**config.mk**
```make
export PLATFORM = sky130hd
export DESIGN_NAME = fft8_sequencer
export DESIGN_NICKNAME = d
export VERILOG_FILES = /design/src/rtl/fft8_pkg.sv /design/src/rtl/fft8_wb_delay.sv /design/src/rtl/fft8_sequencer.sv
export SDC_FILE = /design/constraint.sdc
export NUM_CORES = 1
export LEC_CHECK = 0
export CAP_MARGIN = 0
export CORE_MARGIN = 2
export CORE_UTILIZATION = 59
export CTS_BUF_LIST = sky130_fd_sc_hd__clkbuf_8
export CTS_CLUSTER_DIAMETER = 100
export DETAILED_ROUTE_END_ITERATION = 12
export PLACE_DENSITY = 0.86
export SKIP_LAST_GASP = 1
export SYNTH_ARGS = -nofsm -noshare
export SYNTH_HDL_FRONTEND = slang
export SYNTH_SLANG_ARGS = --single-unit
export TNS_END_PERCENT = 100
```
**constraint.sdc**
```tcl
create_clock -name CLK -period 8.2 [get_ports CLK]
set_clock_uncertainty 0.1 [all_clocks]
set_input_delay 0.82 -clock CLK [delete_from_list [all_inputs] [get_ports CLK]]
set_output_delay 0.82 -clock CLK [all_outputs]
set_load 0.03 [all_outputs]
```
**src/rtl/fft8_pkg.sv**
```systemverilog
// Shared types, constants and addressing helpers for the 8-point FFT sequencer.
package fft8_pkg;

  localparam int N            = 8;
  localparam int LOG2N        = 3;
  localparam int BF_PER_STAGE = 4;

  typedef enum logic [1:0] {
    ST_IDLE  = 2'd0,
    ST_RUN   = 2'd1,
    ST_DRAIN = 2'd2,
    ST_DONE  = 2'd3
  } state_t;

  typedef logic [2:0] addr_t;   // working-memory address 0..7
  typedef logic [1:0] tw_t;     // twiddle exponent k of W8^k
  typedef logic [1:0] stage_t;  // stage 0..2
  typedef logic [1:0] bf_idx_t; // butterfly index within a stage, 0..3

  // Distance between the two operands of a butterfly in stage s.
  function automatic addr_t calc_span(input stage_t s);
    return addr_t'(3'd1 << s);
  endfunction

  // Upper operand address: groups of 2*span, offset within the group.
  function automatic addr_t calc_addr_a(input stage_t s, input bf_idx_t k);
    addr_t kk;
    addr_t span;
    kk   = {1'b0, k};
    span = calc_span(s);
    return ((kk >> s) << (s + 2'd1)) + (kk & (span - 3'd1));
  endfunction

  // Lower operand address sits one span above the upper one.
  function automatic addr_t calc_addr_b(input stage_t s, input bf_idx_t k);
    return calc_addr_a(s, k) + calc_span(s);
  endfunction

  // Twiddle exponent: position within the group scaled to the W8 grid.
  function automatic tw_t calc_tw(input stage_t s, input bf_idx_t k);
    addr_t kk;
    addr_t t;
    kk = {1'b0, k};
    t  = (kk & (calc_span(s) - 3'd1)) << (2'd2 - s);
    return t[1:0];
  endfunction

endpackage

```
**src/rtl/fft8_wb_delay.sv**
```systemverilog
// Writeback delay line: BF_LAT-deep shift register carrying the issue
// strobe and both operand addresses so writeback lines up with the
// butterfly unit's result.
module fft8_wb_delay
  import fft8_pkg::*;
#(
  parameter int BF_LAT = 2
) (
  input  logic       CLK,
  input  logic       RST_N,
  input  logic       i_valid,
  input  logic [2:0] i_addr_a,
  input  logic [2:0] i_addr_b,
  output logic       o_valid,
  output logic [2:0] o_addr_a,
  output logic [2:0] o_addr_b
);

  logic  [BF_LAT-1:0] r_valid;
  addr_t              r_addr_a [BF_LAT];
  addr_t              r_addr_b [BF_LAT];

  // Shift the issue record one slot per cycle; reset flushes every slot so
  // nothing from an abandoned transform is ever written back.
  always_ff @(posedge CLK or negedge RST_N) begin
    if (!RST_N) begin
      r_valid <= '0;
      for (int i = 0; i < BF_LAT; i++) begin
        r_addr_a[i] <= 3'd0;
        r_addr_b[i] <= 3'd0;
      end
    end else begin
      r_valid[0]  <= i_valid;
      r_addr_a[0] <= i_addr_a;
      r_addr_b[0] <= i_addr_b;
      for (int i = 1; i < BF_LAT; i++) begin
        r_valid[i]  <= r_valid[i-1];
        r_addr_a[i] <= r_addr_a[i-1];
        r_addr_b[i] <= r_addr_b[i-1];
      end
    end
  end

  assign o_valid  = r_valid[BF_LAT-1];
  assign o_addr_a = r_addr_a[BF_LAT-1];
  assign o_addr_b = r_addr_b[BF_LAT-1];

endmodule

```
**src/rtl/fft8_sequencer.sv**
```systemverilog
// Control sequencer for an in-place radix-2 8-point FFT.
// Issues 4 butterflies per stage over 3 stages, drains BF_LAT cycles between
// stages to avoid read-after-write hazards, and replays the issue stream
// BF_LAT cycles later as writeback strobes.
// Optional build macro: FFT8_SCALE_EN -- when defined, bf_scale follows
// bf_valid (divide by 2 per stage); otherwise bf_scale is held at 0.
module fft8_sequencer
  import fft8_pkg::*;
#(
  parameter int BF_LAT = 2  // butterfly latency, legal range 1..4
) (
  input  logic       CLK,
  input  logic       RST_N,
  input  logic       write,
  input  logic       start,
  output logic       ready,
  output logic       busy,
  output logic       load_en,
  output logic       bf_valid,
  output logic [2:0] bf_addr_a,
  output logic [2:0] bf_addr_b,
  output logic [1:0] tw_idx,
  output logic [1:0] bf_stage,
  output logic       bf_scale,
  output logic       wb_en,
  output logic [2:0] wb_addr_a,
  output logic [2:0] wb_addr_b,
  output logic       busy_err
);

  localparam logic [1:0] DRAIN_LAST = 2'(BF_LAT - 1);
  localparam bf_idx_t    LAST_BF    = 2'(BF_PER_STAGE - 1);
  localparam stage_t     LAST_STAGE = 2'(LOG2N - 1);

  state_t  r_state;
  stage_t  r_stage;
  bf_idx_t r_k;
  logic [1:0] r_drain_cnt;
  logic    r_ready;
  logic    r_busy;
  logic    r_load_en;
  logic    r_bf_valid;
  addr_t   r_bf_addr_a;
  addr_t   r_bf_addr_b;
  tw_t     r_tw_idx;
  logic    r_busy_err;

  logic    w_req;
  bf_idx_t w_k_next;
  stage_t  w_stage_next;

  assign w_req        = write | start;
  assign w_k_next     = r_k + 2'd1;
  assign w_stage_next = r_stage + 2'd1;

  // Main FSM: state, counters and every registered control output. Outputs
  // are loaded with the values for the state being entered, so the issue
  // strobe appears in the same cycle the FSM is in RUN.
  always_ff @(posedge CLK or negedge RST_N) begin
    if (!RST_N) begin
      r_state     <= ST_IDLE;
      r_stage     <= 2'd0;
      r_k         <= 2'd0;
      r_drain_cnt <= 2'd0;
      r_ready     <= 1'b0;
      r_busy      <= 1'b0;
      r_load_en   <= 1'b0;
      r_bf_valid  <= 1'b0;
      r_bf_addr_a <= 3'd0;
      r_bf_addr_b <= 3'd0;
      r_tw_idx    <= 2'd0;
      r_busy_err  <= 1'b0;
    end else begin
      case (r_state)
        ST_IDLE, ST_DONE: begin
          // A combined write+start loads first; the load is single-cycle so
          // the run can begin on the very same next cycle.
          r_load_en <= write;
          if (start) begin
            r_state     <= ST_RUN;
            r_stage     <= 2'd0;
            r_k         <= 2'd0;
            r_ready     <= 1'b0;
            r_busy      <= 1'b1;
            r_bf_valid  <= 1'b1;
            r_bf_addr_a <= calc_addr_a(2'd0, 2'd0);
            r_bf_addr_b <= calc_addr_b(2'd0, 2'd0);
            r_tw_idx    <= calc_tw(2'd0, 2'd0);
          end else if (write) begin
            r_ready <= 1'b0;
          end
        end

        ST_RUN: begin
          r_load_en <= 1'b0;
          if (w_req) begin
            r_busy_err <= 1'b1;
          end
          if (r_k == LAST_BF) begin
            r_state     <= ST_DRAIN;
            r_drain_cnt <= 2'd0;
            r_bf_valid  <= 1'b0;
            r_bf_addr_a <= 3'd0;
            r_bf_addr_b <= 3'd0;
            r_tw_idx    <= 2'd0;
          end else begin
            r_k         <= w_k_next;
            r_bf_valid  <= 1'b1;
            r_bf_addr_a <= calc_addr_a(r_stage, w_k_next);
            r_bf_addr_b <= calc_addr_b(r_stage, w_k_next);
            r_tw_idx    <= calc_tw(r_stage, w_k_next);
          end
        end

        ST_DRAIN: begin
          r_load_en <= 1'b0;
          if (w_req) begin
            r_busy_err <= 1'b1;
          end
          if (r_drain_cnt == DRAIN_LAST) begin
            if (r_stage == LAST_STAGE) begin
              r_state <= ST_DONE;
              r_stage <= 2'd0;
              r_ready <= 1'b1;
              r_busy  <= 1'b0;
            end else begin
              r_state     <= ST_RUN;
              r_stage     <= w_stage_next;
              r_k         <= 2'd0;
              r_bf_valid  <= 1'b1;
              r_bf_addr_a <= calc_addr_a(w_stage_next, 2'd0);
              r_bf_addr_b <= calc_addr_b(w_stage_next, 2'd0);
              r_tw_idx    <= calc_tw(w_stage_next, 2'd0);
            end
          end else begin
            r_drain_cnt <= r_drain_cnt + 2'd1;
          end
        end

        default: begin
          r_state    <= ST_IDLE;
          r_ready    <= 1'b0;
          r_busy     <= 1'b0;
          r_load_en  <= 1'b0;
          r_bf_valid <= 1'b0;
        end
      endcase
    end
  end

  assign ready     = r_ready;
  assign busy      = r_busy;
  assign load_en   = r_load_en;
  assign bf_valid  = r_bf_valid;
  assign bf_addr_a = r_bf_addr_a;
  assign bf_addr_b = r_bf_addr_b;
  assign tw_idx    = r_tw_idx;
  assign bf_stage  = r_stage;
  assign busy_err  = r_busy_err;

`ifdef FFT8_SCALE_EN
  assign bf_scale = r_bf_valid;
`else
  assign bf_scale = 1'b0;
`endif

  fft8_wb_delay #(
    .BF_LAT (BF_LAT)
  ) u_wb_delay (
    .CLK      (CLK),
    .RST_N    (RST_N),
    .i_valid  (r_bf_valid),
    .i_addr_a (r_bf_addr_a),
    .i_addr_b (r_bf_addr_b),
    .o_valid  (wb_en),
    .o_addr_a (wb_addr_a),
    .o_addr_b (wb_addr_b)
  );

endmodule

```
== Yosys cells after proc, flatten, opt, wreduce, memory -nomap -nowiden ==
Cells that the tools add are included.

* Bits in registers: 35
* Input bits: 4
* Output and inout port bits: 23
* Logic and storage cells: 108

* Add/sub/neg operators: 10
* Equality and inequality tests: 14
* Shifts and indexed selects: 8
* Muxes and demuxes: 44
* Bitwise gates (word level): 2
* Reductions and logical operators: 13

{| class="wikitable"
|+ Operators with widths
! cell !! number
|-
| $mux W2 || 15
|-
| $mux W3 || 8
|-
| $pmux W2 S3 || 3
|-
| $pmux W3 S3 || 2
|-
| $ne A2 B2 Y1 const B || 7
|-
| $reduce_and A3 Y1 || 4
|-
| $reduce_and A4 Y1 || 3
|-
| $mux W1 || 10
|-
| $add A3 B3 Y3 || 3
|-
| $add A2 B1 Y2 const B || 4
|-
| $eq A2 B2 Y1 const B || 4
|-
| $pmux W2 S2 || 2
|-
| $pmux W1 S2 || 3
|-
| $shl A1 B2 Y3 const A || 2
|-
| $shl A3 B2 Y3 || 2
|-
| $eq A2 B1 Y1 const B || 2
|-
| $reduce_bool A2 Y1 || 2
|-
| $reduce_or A2 Y1 || 2
|-
| $sub A2 B2 Y2 const A || 2
|-
| $and A2 B3 Y3 || 1
|-
| $ne A3 B3 Y1 const B || 1
|-
| $pmux W1 S3 || 1
|-
| $shl A3 B2 Y2 || 1
|-
| $shr A1 B2 Y3 const A || 1
|-
| 6 further kinds || 6
|}

== Longest topological paths before layout ==
Gate-level depths: netlist of run 1.

* Depth after elaboration: 7
* Mapped depth: 10
* Gate-level depth less buffers: 10

== Modules after synthesis ==
A second synthesis of run 1 with hierarchy kept.

* Cell total of the unflattened synthesis: 159
* Area, all modules: 1,709.1 um^2

{| class="wikitable"
|+ By module, submodules not included
! module !! times used !! cells an instance !! area each (um^2) !! sequential area each (um^2)
|-
| fft8_sequencer || 1 || 139 || 1,313.8 || 525.5
|-
| fft8_wb_delay || 1 || 20 || 395.4 || 350.3
|}

== Worst setup path after synthesis of run 1 ==
Ideal clock, no wire load.

* Path type: register -> register
* Start point: register r_stage[0], in the netlist bf_stage[0]
* End point: register r_bf_addr_b[2], in the netlist bf_addr_b[2]
* Setup time: 0.133 ns
* Arrival: 2.968 ns
* Required time: 7.967 ns
* Setup slack: 4.998 ns
* Stages on the path, launching flop included: 11
* Path buffers: 0
* Clock period less this slack: 3.202 ns
* Path through: dfrtp_1 > inv_1 > ha_1 > nor3_1 > ha_1 > fa_1 > fa_1 > xnor2_1 > xnor2_1 > xnor2_1 > o211ai_1

* Word-level cells in the longest chain between the ends: 7
* Elaborated cells between the ends (all ways): 20
* Those cells by class: add/sub: 6; eq/ne: 2; shift: 6; mux: 4; bitwise: 1; reduce/logical: 1

{| class="wikitable"
|+ RTL lines
! element !! RTL line !! source
|-
| from (decl) || fft8_sequencer.sv:36 || <nowiki>stage_t r_stage;</nowiki>
|-
| from (signal assigned) || fft8_sequencer.sv:128 || <nowiki>r_stage <= w_stage_next;</nowiki>
|-
| $shl A1 B2 Y3 / $add A2 B1 Y2 (equally long branches) || fft8_pkg.sv:22, fft8_pkg.sv:31, fft8_sequencer.sv:54 ||
|-
| $sub A3 B1 Y3 (tied with other cells) || fft8_pkg.sv:31 || <nowiki>return ((kk >> s) << (s + 2'd1)) + (kk & (span - 3'd1));</nowiki>
|-
| $and A2 B3 Y3 / $shl A3 B2 Y3 (equally long branches) || fft8_pkg.sv:31 ||
|-
| $add A3 B3 Y3, on equally long branches || fft8_pkg.sv:31, fft8_pkg.sv:36 ||
|-
| $add A3 B3 Y3 / $mux W3 (equally long branches) || fft8_pkg.sv:36, fft8_sequencer.sv:121 ||
|-
| $mux W3, on equally long branches || fft8_sequencer.sv:99, fft8_sequencer.sv:120 ||
|-
| $pmux W3 S3 || fft8_sequencer.sv:74 || <nowiki>case (r_state)</nowiki>
|-
| to (signal assigned) || fft8_sequencer.sv:87 || <nowiki>r_bf_addr_b <= calc_addr_b(2'd0, 2'd0);</nowiki>
|-
| to (signal assigned) || fft8_sequencer.sv:110 || <nowiki>r_bf_addr_b <= calc_addr_b(r_stage, w_k_next);</nowiki>
|-
| to (signal assigned) || fft8_sequencer.sv:132 || <nowiki>r_bf_addr_b <= calc_addr_b(w_stage_next, 2'd0);</nowiki>
|-
| to (decl) || fft8_sequencer.sv:44 || <nowiki>addr_t r_bf_addr_b;</nowiki>
|}

Parallel ways exist; a longest one is shown, timed or not. The select of a mux whose other input is x is not followed.
A chain may end at the register's enable or synchronous reset.

== Final worst setup path of run 1 ==
Ends and elaborated chain as after synthesis.

==> results of run 1 <==
worst register-to-register path, cell delays in order, from the launching register on:
cell      delay [ns]
dfrtp_1         0.51
inv_1           0.20
ha_1            0.39
nor3_1          0.30
ha_1            0.23
fa_1            0.46
fa_1            0.45
xnor2_1         0.19
xnor2_1         0.16
xnor2_1         0.15
o211ai_1        0.11
registers in the layout, indices dropped and copies added, names as in the netlist:
| register | flops |
|---|---|
| busy_err | 1 |
| ready | 1 |
| u_wb_delay.o_addr_a | 3 |
| load_en | 1 |
| u_wb_delay.r_valid | 2 |
| tw_idx | 2 |
| u_wb_delay.o_addr_b | 3 |
| bf_addr_a | 3 |
| u_wb_delay.r_addr_b | 3 |
| bf_addr_b | 3 |
| u_wb_delay.r_addr_a | 3 |
| bf_stage | 2 |
| bf_valid | 1 |
| busy | 1 |
| r_state | 2 |
| r_k | 2 |
| r_drain_cnt | 2 |
power groups by stage:
stage / clock [uW] / combinational [uW] / sequential [uW]
after floorplan: 0 / 166 / 266
after global placement: 0 / 245 / 242
after detailed placement: 0 / 251 / 245
after CTS: 162 / 254 / 242
after global routing: 169 / 276 / 247
final: 159 / 255 / 242
stage by stage:
step,utilization (%),power [uW],hold WS (ns)
after global placement,70.3,486,0.232
after detailed placement,70.3,497,0.236
after floorplan,-,432,0.231
after CTS,74.5,659,0.252
final,74.5,656,0.250
after global routing,74.5,692,0.266
logic make-up (layout without fill, tap and decap cells):
group / count (synthesis) / after routing / synth area share [%]
AO/OA/AOI/OAI: 36 / 36 / 14.1
XOR/XNOR: 6 / 6 / 3.01
other: 1 / 1 / 0.215
multiplexers: 3 / 3 / 1.79
adder cells (fa/ha/maj): 15 / 15 / 11.6
AND/OR/NAND/NOR: 46 / 46 / 12.8
flip-flops: 35 / 35 / 50.2
buffers and inverters: 18 / 40 / 6.31
worst max path at each step:
stage               slack [ns]  cells past startpoint           end
floorplan                 5.00                     10  bf_addr_b[2]
global placement          5.14                     10  bf_addr_b[2]
detailed placement        4.94                     10  bf_addr_b[2]
CTS                       4.82                     10  bf_addr_b[2]
global route              4.57                     10  bf_addr_b[2]
finish                    4.81                     10  bf_addr_b[2]
cell type report:
class | count | area, um2 | area share (%)
flip-flops and latches | 35 | 876 | 42.3
multi-input cells | 107 | 759 | 36.7
repair buffers | 26 | 258 | 12.4
clock buffers | 6 | 82.6 | 3.99
well taps | 31 | 38.8 | 1.87
clock inverters | 2 | 35.0 | 1.69
inverters | 6 | 22.5 | 1.09
placed cells by master, fill, tap and decap left out, drive strengths merged, types with 2 or more instances in the layout:
| cell | Yosys | final |
|---|---|---|
| ha | 13 | 13 |
| fa | 2 | 2 |
| o31ai | 4 | 4 |
| nand2 | 21 | 21 |
| nor2b | 2 | 2 |
| nor2 | 6 | 6 |
| nand2b | 4 | 4 |
| o21ai | 16 | 16 |
| clkbuf | 1 | 6 |
| a22o | 2 | 2 |
| clkdlybuf4s50 | 0 | 25 |
| dfrtp | 35 | 35 |
| a22oi | 2 | 2 |
| nand3 | 5 | 5 |
| mux2i | 2 | 2 |
| a21oi | 3 | 3 |
| xnor2 | 6 | 6 |
| inv | 6 | 6 |
| and2 | 3 | 3 |
metal layers:
metal | track usage, % | up-vias
met1 | 28.9 | 578
li1 | - | 585
met2 | 34.8 | 50
met5 | 0 | -
met4 | 9.63 | 0
met3 | 7.69 | 7
==> summary.txt, run 1 <==
Post-synth EDFFs: 0
syn nets: 179
Min-Delay Path Class: register to register
drt initial violations: 73
Routed WL per cell: 15.8 um
met3 wire len: 241 um
HPWL Detailed: 2290 um
Fillers: 192
# IOs: 27
Worst path top cell family by delay: adder cells
mapped cell area: 1750 um2
worst endpoint required time: 8.26 ns
Total GRT Usage: 22.5%
CP Capture Type: register
Post-synth ARST share: 100%
CORE AREA: 2780 um2
drt pass-1 iters: 6
CP Buf/Inv Count: 1
worst r2r src: bf_stage[0]
period utilization: 41.4%
Worst Setup Slack post-DPL: 4.94 ns
Ant. Diodes: 0
WS Path Type: register to register
status: finished clean
hold endpoint: u_wb_delay.o_addr_a[0]
Yosys top cell area share: 50.2%
final setup vio count: 0
area grow syn2layout: 18.7%
top layer used by detailed routing: met4
slew margin rel.: 65.5%
Net Switching: 244 uW
Slew Limit Fails: 0
clock tree from TritonCTS: done
fin crit period: 3.39 ns
Commonest cells post-synth: 35 x dfrtp_1, 21 x nand2_1, 13 x ha_1
f_max: 295 MHz
clock sink total: 35
synth top area cells: dfrtp_1 50%, ha_1 9.3%, nand2_1 4.5%
Startpoint Class: register
Die Span X: 58.4 um
Initial Util: 62.8%
Flop pwr share: 36.9%
Logic pwr share: 38.9%
Reg2Reg Depth: 10
CTS Buf Count: 5
Final Cell Area: 2070 um2
Post-Route WL: 3360 um
setup TNS: 0 ns
gr ovfl total: 0
CTS Buffer Depth: 2
PD cells: 317 nW/um2
Hold Path Stages: 0
Buffers on Ports: 25
Final Hold Vio Count: 0
Die Y-Extent: 58.4 um
count leader, synth: dfrtp_1
maximum vdd drop: 262 uV
area leader, netlist: dfrtp_1
arrival time worst endpoint: 3.45 ns
Finished Layout Cells: 213
max incr delay on CP: 0.51 ns
sequential area share after synthesis: 50.2%
unrepaired setup endpoints after global routing: false
die footprint: 3410 um2
Max FO, Critical Path: 9
Top FF cell, synth: dfrtp_1
post-CTS setup buffers: 0
yosys warns: 0
Yosys cell types: 42
H-tree levels: 2
share of layout cells above drive strength 1: 7.14%
Sw Share: 37.1%
GP Congestion: 0.872
post-cts sizing count: 0
met2 wire len: 1620 um
antenna-violating nets left: 0
initial antenna violation count: 0
crit path from: bf_stage[0]
most used cell, CP: xnor2_1
total of max-cap violations: 0
# DRC: 0
clk slew on worst S/H paths: 0.07 ns
hold path startpoint: u_wb_delay.r_addr_a[3]
Avg Cell Area, Syn: 10.9 um2
area post-placement: 1950 um2
crit path cell chain: inv_1 -> ha_1 -> nor3_1 -> ha_1 -> fa_1 -> fa_1 -> xnor2_1 -> xnor2_1 -> xnor2_1 -> o211ai_1
power share of the clock group: 24.2%
placed instance count: 205
number of global-route vias before repair: 1,147
post-route setup slack: 4.81 ns
WL met1: 1450 um
worst reg2reg path endpoint: bf_addr_b[2]
Mapped Cells: 160
Nets: 200
root buf cell: clkbuf_8
via-per-instance ratio: 5.73
register bit count reported by yosys: 35
R2R Setup Slk: 4.81 ns
LEAKAGE: 0.000893 uW
crit path max-delay cell type: dfrtp_1
hold-fix buffers at CTS: 0
site row count: 19
first-pass GRT wire length: 5630 um
largest net degree at the start of global routing: 36
worst skew pair latency: 0.29 ns
Worst-Margin Slew: 0.516 ns
internal power: 412 uW
DR vias: 1,220
Power figures use the tool's default switching activity.
==> run 2, diff against run 1 <==
--- a/config.mk
+++ b/config.mk
@@ -7,11 +7,11 @@
 export LEC_CHECK = 0
 export CAP_MARGIN = 0
 export CORE_MARGIN = 2
-export CORE_UTILIZATION = 59
+export CORE_UTILIZATION = 50
 export CTS_BUF_LIST = sky130_fd_sc_hd__clkbuf_8
 export CTS_CLUSTER_DIAMETER = 100
 export DETAILED_ROUTE_END_ITERATION = 12
-export PLACE_DENSITY = 0.86
+export PLACE_DENSITY = 0.78
 export SKIP_LAST_GASP = 1
 export SYNTH_ARGS = -nofsm -noshare
 export SYNTH_HDL_FRONTEND = slang
==> constraint.sdc (replaced) <==
create_clock -name CLK -period 3 [get_ports CLK]
set_clock_uncertainty 0.1 [all_clocks]
set_input_delay 0.3 -clock CLK [delete_from_list [all_inputs] [get_ports CLK]]
set_output_delay 0.3 -clock CLK [all_outputs]
set_load 0.03 [all_outputs]
==> summary.txt, run 2 (synthesis results as in run 1) <==
# DRC: 0 (unchanged)
first-pass GRT wire length: 5730 um (+1.7%)
CP Buf/Inv Count: 1 (unchanged)
Max FO, Critical Path: 5 (-4)
Initial Util: 52.3% (-10 points)
Final Hold Vio Count: 0 (unchanged)
clock tree from TritonCTS: done
crit path max-delay cell type: fa_1
PD cells: 834 nW/um2 (+160%)
worst r2r src: bf_stage[0]
GP Congestion: 0.875 (+0.34%)
arrival time worst endpoint: 3.00 ns (-0.45 ns)
Fillers: 265 (+38%)
slew margin rel.: 59.6% (-5.9 points)
commonest non-fill, non-tap cell in the layout: dfrtp_1
area post-placement: 1990 um2 (+1.9%)
antenna-violating nets left: 0 (unchanged)
largest net degree at the start of global routing: 36 (unchanged)
Routed WL per cell: 15.4 um (-2.3%)
Reg2Reg Depth: 10 (unchanged)
Min-Delay Path Class: register to register
Final Cell Area: 2160 um2 (+4.3%)
met3 wire len: 246 um (+2.1%)
drt pass-1 iters: 4 (-2)
hold path startpoint: u_wb_delay.r_addr_b[5]
final setup vio count: 0 (unchanged)
Post-Route WL: 3580 um (+6.4%)
clock sink total: 35 (unchanged)
total of max-cap violations: 0 (unchanged)
share of layout cells above drive strength 1: 15.6% (+8.4 points)
site row count: 21 (+2)
period utilization: 97.9% (+57 points)
R2R Setup Slk: 0.06 ns (-4.74 ns)
most frequent cells in the layout: 33 x dfrtp_1, 25 x clkdlybuf4s50_1, 21 x nand2_1
CORE AREA: 3340 um2 (+20%)
Worst path top cell family by delay: adder cells
hold-fix buffers at CTS: 0 (unchanged)
LEAKAGE: 0.000910 uW (+1.8%)
fin crit period: 2.94 ns (-0.456 ns)
top layer used by detailed routing: met4
worst reg2reg path endpoint: bf_addr_b[2]
setup TNS: 0 ns (unchanged)
maximum vdd drop: 417 uV (+59%)
CTS Buffer Depth: 2 (unchanged)
# IOs: 27 (unchanged)
number of global-route vias before repair: 1,239 (+8.0%)
via-per-instance ratio: 5.44 (-5.0%)
CTS Buf Count: 5 (unchanged)
worst endpoint required time: 3.06 ns (-5.20 ns)
worst skew pair latency: 0.29 ns (about the same)
max incr delay on CP: 0.47 ns (-0.04 ns)
Die Span X: 63.1 um (+8.0%)
hold endpoint: u_wb_delay.o_addr_b[2]
crit path cell chain: buf_4 -> ha_1 -> xnor2_1 -> and2_1 -> fa_1 -> fa_2 -> xnor2_2 -> xnor2_1 -> xnor2_1 -> o211ai_1
drt initial violations: 100 (+37%)
Ant. Diodes: 0 (unchanged)
f_max: 341 MHz (+16%)
root buf cell: clkbuf_8
gr ovfl total: 0 (unchanged)
area grow syn2layout: 23.9%
WL met1: 1440 um (-0.55%)
Nets: 204 (+2.0%)
Startpoint Class: register
most used cell, CP: xnor2_1
status: finished clean
H-tree levels: 2 (unchanged)
Worst-Margin Slew: 0.605 ns (+0.0885 ns)
Hold Path Stages: 0 (unchanged)
WS Path Type: register to register
Die Y-Extent: 63.1 um (+8.0%)
DR vias: 1,262 (+3.4%)
Buffers on Ports: 25 (unchanged)
HPWL Detailed: 2460 um (+7.3%)
clk slew on worst S/H paths: 0.07 ns (about the same)
CP Capture Type: register
Total GRT Usage: 18.8% (-3.7 points)
met2 wire len: 1810 um (+12%)
initial antenna violation count: 0 (unchanged)
die footprint: 3980 um2 (+17%)
Slew Limit Fails: 0 (unchanged)
## run 2: cell types whose count changed in the layout (fill, tap and decap cells not counted), moves of 2 or more
cell     delta
ha_2        +2
inv_1       -2
ha_1        -3
dfrtp_2     +2
dfrtp_1     -2
buf_4       +4
## run 2: per-stage QoR
stage	utilization, %	setup WS [ns]	total power [uW]	instances	hold slack [ns]
final	64.8	0.0635	1800	232	0.249
after global routing	64.8	-0.0298	1900	232	0.269
after CTS	63.4	0.00201	1790	230	0.252
after detailed placement	59.7	-0.00140	1360	222	0.236
after global placement	59.7	0.136	1330	222	0.234
after floorplan	-	0.0226	1180	160	-0.0956
## run 2: final cells by class
| cell class | instances | area [um2] | share of cell area, % |
|---|---|---|---|
| well taps | 46 | 57.6 | 2.66 |
| flip-flops and latches | 35 | 878 | 40.6 |
| clock inverters | 3 | 43.8 | 2.03 |
| inverters | 6 | 25.0 | 1.16 |
| multi-input cells | 107 | 801 | 37.0 |
| repair buffers | 30 | 288 | 13.3 |
| clock buffers | 5 | 68.8 | 3.18 |
## run 2: worst max-delay path by stage
stage | start | to | cells past startpoint | slack (ns)
floorplan | bf_stage[0] | bf_addr_b[2] | 10 | 0.02
global placement | bf_stage[0] | bf_addr_b[2] | 10 | 0.14
detailed placement | bf_stage[0] | bf_addr_b[2] | 9 | -0.001
CTS | bf_stage[0] | bf_addr_b[2] | 10 | 0.002
global route | bf_stage[0] | bf_addr_b[2] | 10 | -0.03
finish | bf_stage[0] | bf_addr_b[2] | 10 | 0.06
## run 2: routing by layer
layer	vias to the layer above	GRT usage, %
met5	-	0
met4	0	8.89
met3	9	5.00
met2	52	31.5
met1	609	22.5
li1	592	-
## run 2: power breakdown
| group | total, uW | internal (uW) | switching [uW] |
|---|---|---|---|
| combinational | 714 | 280 | 434 |
| clock | 422 | 247 | 175 |
| sequential | 666 | 592 | 74.1 |
## run 2: repair_timing
| action | in CTS | in global routing |
|---|---|---|
| setup endpoints to repair | 1 | 1 |
| pin swaps | 0 | 3 |
| hold endpoints to repair | 0 | 0 |
| gates cloned | 0 | 0 |
| buffers inserted | 0 | 2 |
| resized for setup | 2 | 8 |
==> run 3, diff against run 2 <==
--- a/config.mk
+++ b/config.mk
@@ -9,7 +9,7 @@
 export CORE_MARGIN = 2
 export CORE_UTILIZATION = 50
 export CTS_BUF_LIST = sky130_fd_sc_hd__clkbuf_8
-export CTS_CLUSTER_DIAMETER = 100
+export CTS_CLUSTER_DIAMETER = 150
 export DETAILED_ROUTE_END_ITERATION = 12
 export PLACE_DENSITY = 0.78
 export SKIP_LAST_GASP = 1
==> constraint.sdc (replaced) <==
create_clock -name CLK -period 3 [get_ports CLK]
set_clock_uncertainty 0.1 [all_clocks]
set_input_delay 0.6 -clock CLK [delete_from_list [all_inputs] [get_ports CLK]]
set_output_delay 0.6 -clock CLK [all_outputs]
set_load 0.03 [all_outputs]
==> summary.txt, run 3 (synthesis results as in run 1) <==
Die Y-Extent: 63.1 um (unchanged)
Die Span X: 63.1 um (unchanged)
LEAKAGE: 0.000905 uW (-0.50%)
CP Capture Type: register
CP Buf/Inv Count: 0 (-1)
Net Switching: 664 uW (-2.8%)
antenna-violating nets left: 0 (unchanged)
power share of the clock group: 24.2% (+0.8 points)
HPWL Detailed: 2380 um (-3.2%)
die footprint: 3980 um2 (unchanged)
DR vias: 1,254 (-0.63%)
commonest non-fill, non-tap cell in the layout: dfrtp_1
number of global-route vias before repair: 1,245 (+0.48%)
maximum vdd drop: 568 uV (+36%)
Flop pwr share: 36.8% (-0.2 points)
arrival time worst endpoint: 2.97 ns (-0.03 ns)
Post-Route WL: 3450 um (-3.5%)
worst endpoint required time: 3.06 ns (about the same)
drt pass-1 iters: 4 (unchanged)
Total GRT Usage: 19.2% (+0.36 points)
hold-fix buffers at CTS: 0 (unchanged)
Sw Share: 37.0% (-0.91 points)
Logic pwr share: 39.0% (-0.6 points)
f_max: 344 MHz (+0.97%)
CORE AREA: 3340 um2 (unchanged)
# DRC: 0 (unchanged)
most frequent cells in the layout: 32 x dfrtp_1, 25 x clkdlybuf4s50_1, 21 x nand2_1
Min-Delay Path Class: register to register
worst skew pair latency: 0.29 ns (about the same)
clk slew on worst S/H paths: 0.07 ns (about the same)
slew margin rel.: 63.3% (+3.7 points)
Slew Limit Fails: 0 (unchanged)
Ant. Diodes: 0 (unchanged)
Final Hold Vio Count: 0 (unchanged)
final setup vio count: 0 (unchanged)
fin crit period: 2.91 ns (-0.0282 ns)
initial antenna violation count: 0 (unchanged)
Worst-Margin Slew: 0.550 ns (-0.0550 ns)
GP Congestion: 0.832 (-4.9%)
total of max-cap violations: 0 (unchanged)
first-pass GRT wire length: 5840 um (+1.9%)
Hold Slack: 0.250 ns (+0.000817 ns)
Max FO, Critical Path: 6 (+1)
clock sink total: 35 (unchanged)
share of layout cells above drive strength 1: 13.6% (-2.0 points)
Buffers on Ports: 25 (unchanged)
clock tree from TritonCTS: done
CTS Buffer Depth: 2 (unchanged)
internal power: 1130 uW (+1.1%)
gr ovfl total: 0 (unchanged)
Fillers: 263 (-0.75%)
largest net degree at the start of global routing: 36 (unchanged)
crit path max-delay cell type: fa_1
WS Path Type: register to register
crit path cell chain: ha_1 -> nand2_1 -> nor3_2 -> ha_1 -> fa_1 -> fa_2 -> xnor2_2 -> xnor2_1 -> xnor2_1 -> o211ai_1
status: finished clean
max incr delay on CP: 0.51 ns (+0.04 ns)
H-tree levels: 2 (unchanged)
site row count: 21 (unchanged)
Initial Util: 52.3% (unchanged)
Startpoint Class: register
Storage cell area: 880 um2 (+0.14%)
post-CTS setup buffers: 0 (unchanged)
Worst path top cell family by delay: adder cells
via-per-instance ratio: 5.45 (+0.23%)
Routed WL per cell: 15.0 um (-2.7%)
CTS Buf Count: 5 (unchanged)
period utilization: 96.9% (-0.94 points)
unrepaired setup endpoints after global routing: false
PD cells: 842 nW/um2 (+0.96%)
Nets: 202 (-0.98%)
# IOs: 27 (unchanged)
area grow syn2layout: 22.2%
root buf cell: clkbuf_8
drt initial violations: 64 (-36%)
setup TNS: 0 ns (unchanged)
area of the multi-input gates: 783 um2 (-2.2%)
==> run 3: cell count changes in the layout (fill, tap and decap cells not counted), sizes merged <==
cell    previous run  this run
buf                5         3
clkbuf             5         6
clkinv             2         1
==> run 3: layout make-up <==
cell class              count  area share, %
flip-flops and latches     35           41.2
multi-input cells         107           36.7
repair buffers             28           12.8
clock buffers               6           3.87
well taps                  46           2.70
clock inverters             2           1.64
inverters                   6           1.06
==> run 3: worst paths after layout <==
path	startpoint	endpoint	slack, ns	cells past startpoint
setup / recovery	r_k[0]	bf_addr_b[2]	0.09	10
hold / removal	u_wb_delay.r_addr_a[4]	u_wb_delay.o_addr_a[1]	0.25	0
setup reg to reg	r_k[0]	bf_addr_b[2]	0.09	10
hold reg to reg	u_wb_delay.r_addr_a[4]	u_wb_delay.o_addr_a[1]	0.25	0
max in group asynchronous	RST_N	r_k[0]	1.86	2
min in group asynchronous	RST_N	busy_err	0.61	2
==> run 3: metal layers <==
metal / vias up / GRT usage, % / part of all wire (%)
met5: - / 0 / 0
met4: 0 / 9.44 / 2.8
met3: 11 / 5.18 / 4.6
met2: 31 / 31.0 / 50
met1: 620 / 23.7 / 42
li1: 592 / - / -
==> run 3: power groups by stage <==
stage	clock [uW]	sequential, uW	combinational [uW]
2_1_floorplan	0	727	453
3_3_place_gp	0	660	667
3_5_place_dp	0	671	690
4_1_cts	443	663	694
5_1_grt	469	678	760
6_report	434	661	700
==> run 3: repair_timing <==
action | CTS | global route
hold endpoints to repair | 0 | 0
gates resized for setup | 0 | 7
setup endpoints to repair | 0 | 1
==> run 3: per-stage QoR <==
stage / utilization [%] / std cells / instance area (um2) / worst slack [ns] / total power [uW]
final: 63.9 / 230 / 2130 / 0.0917 / 1800
after CTS: 63.2 / 230 / 2110 / 0.0388 / 1800
after global placement: 59.7 / 222 / 1990 / 0.154 / 1330
after floorplan: - / 160 / 1750 / 0.0226 / 1180
after detailed placement: 59.7 / 222 / 1990 / 0.0699 / 1360
after global routing: 63.9 / 230 / 2130 / 0.00124 / 1910
==> run 3: worst reg2reg max path: stages, from the launching register on <==
cell,delay (ns)
dfrtp_2,0.45
ha_1,0.36
nand2_1,0.13
nor3_2,0.05
ha_1,0.21
fa_1,0.51
fa_2,0.43
xnor2_2,0.17
xnor2_1,0.15
xnor2_1,0.13
o211ai_1,0.09
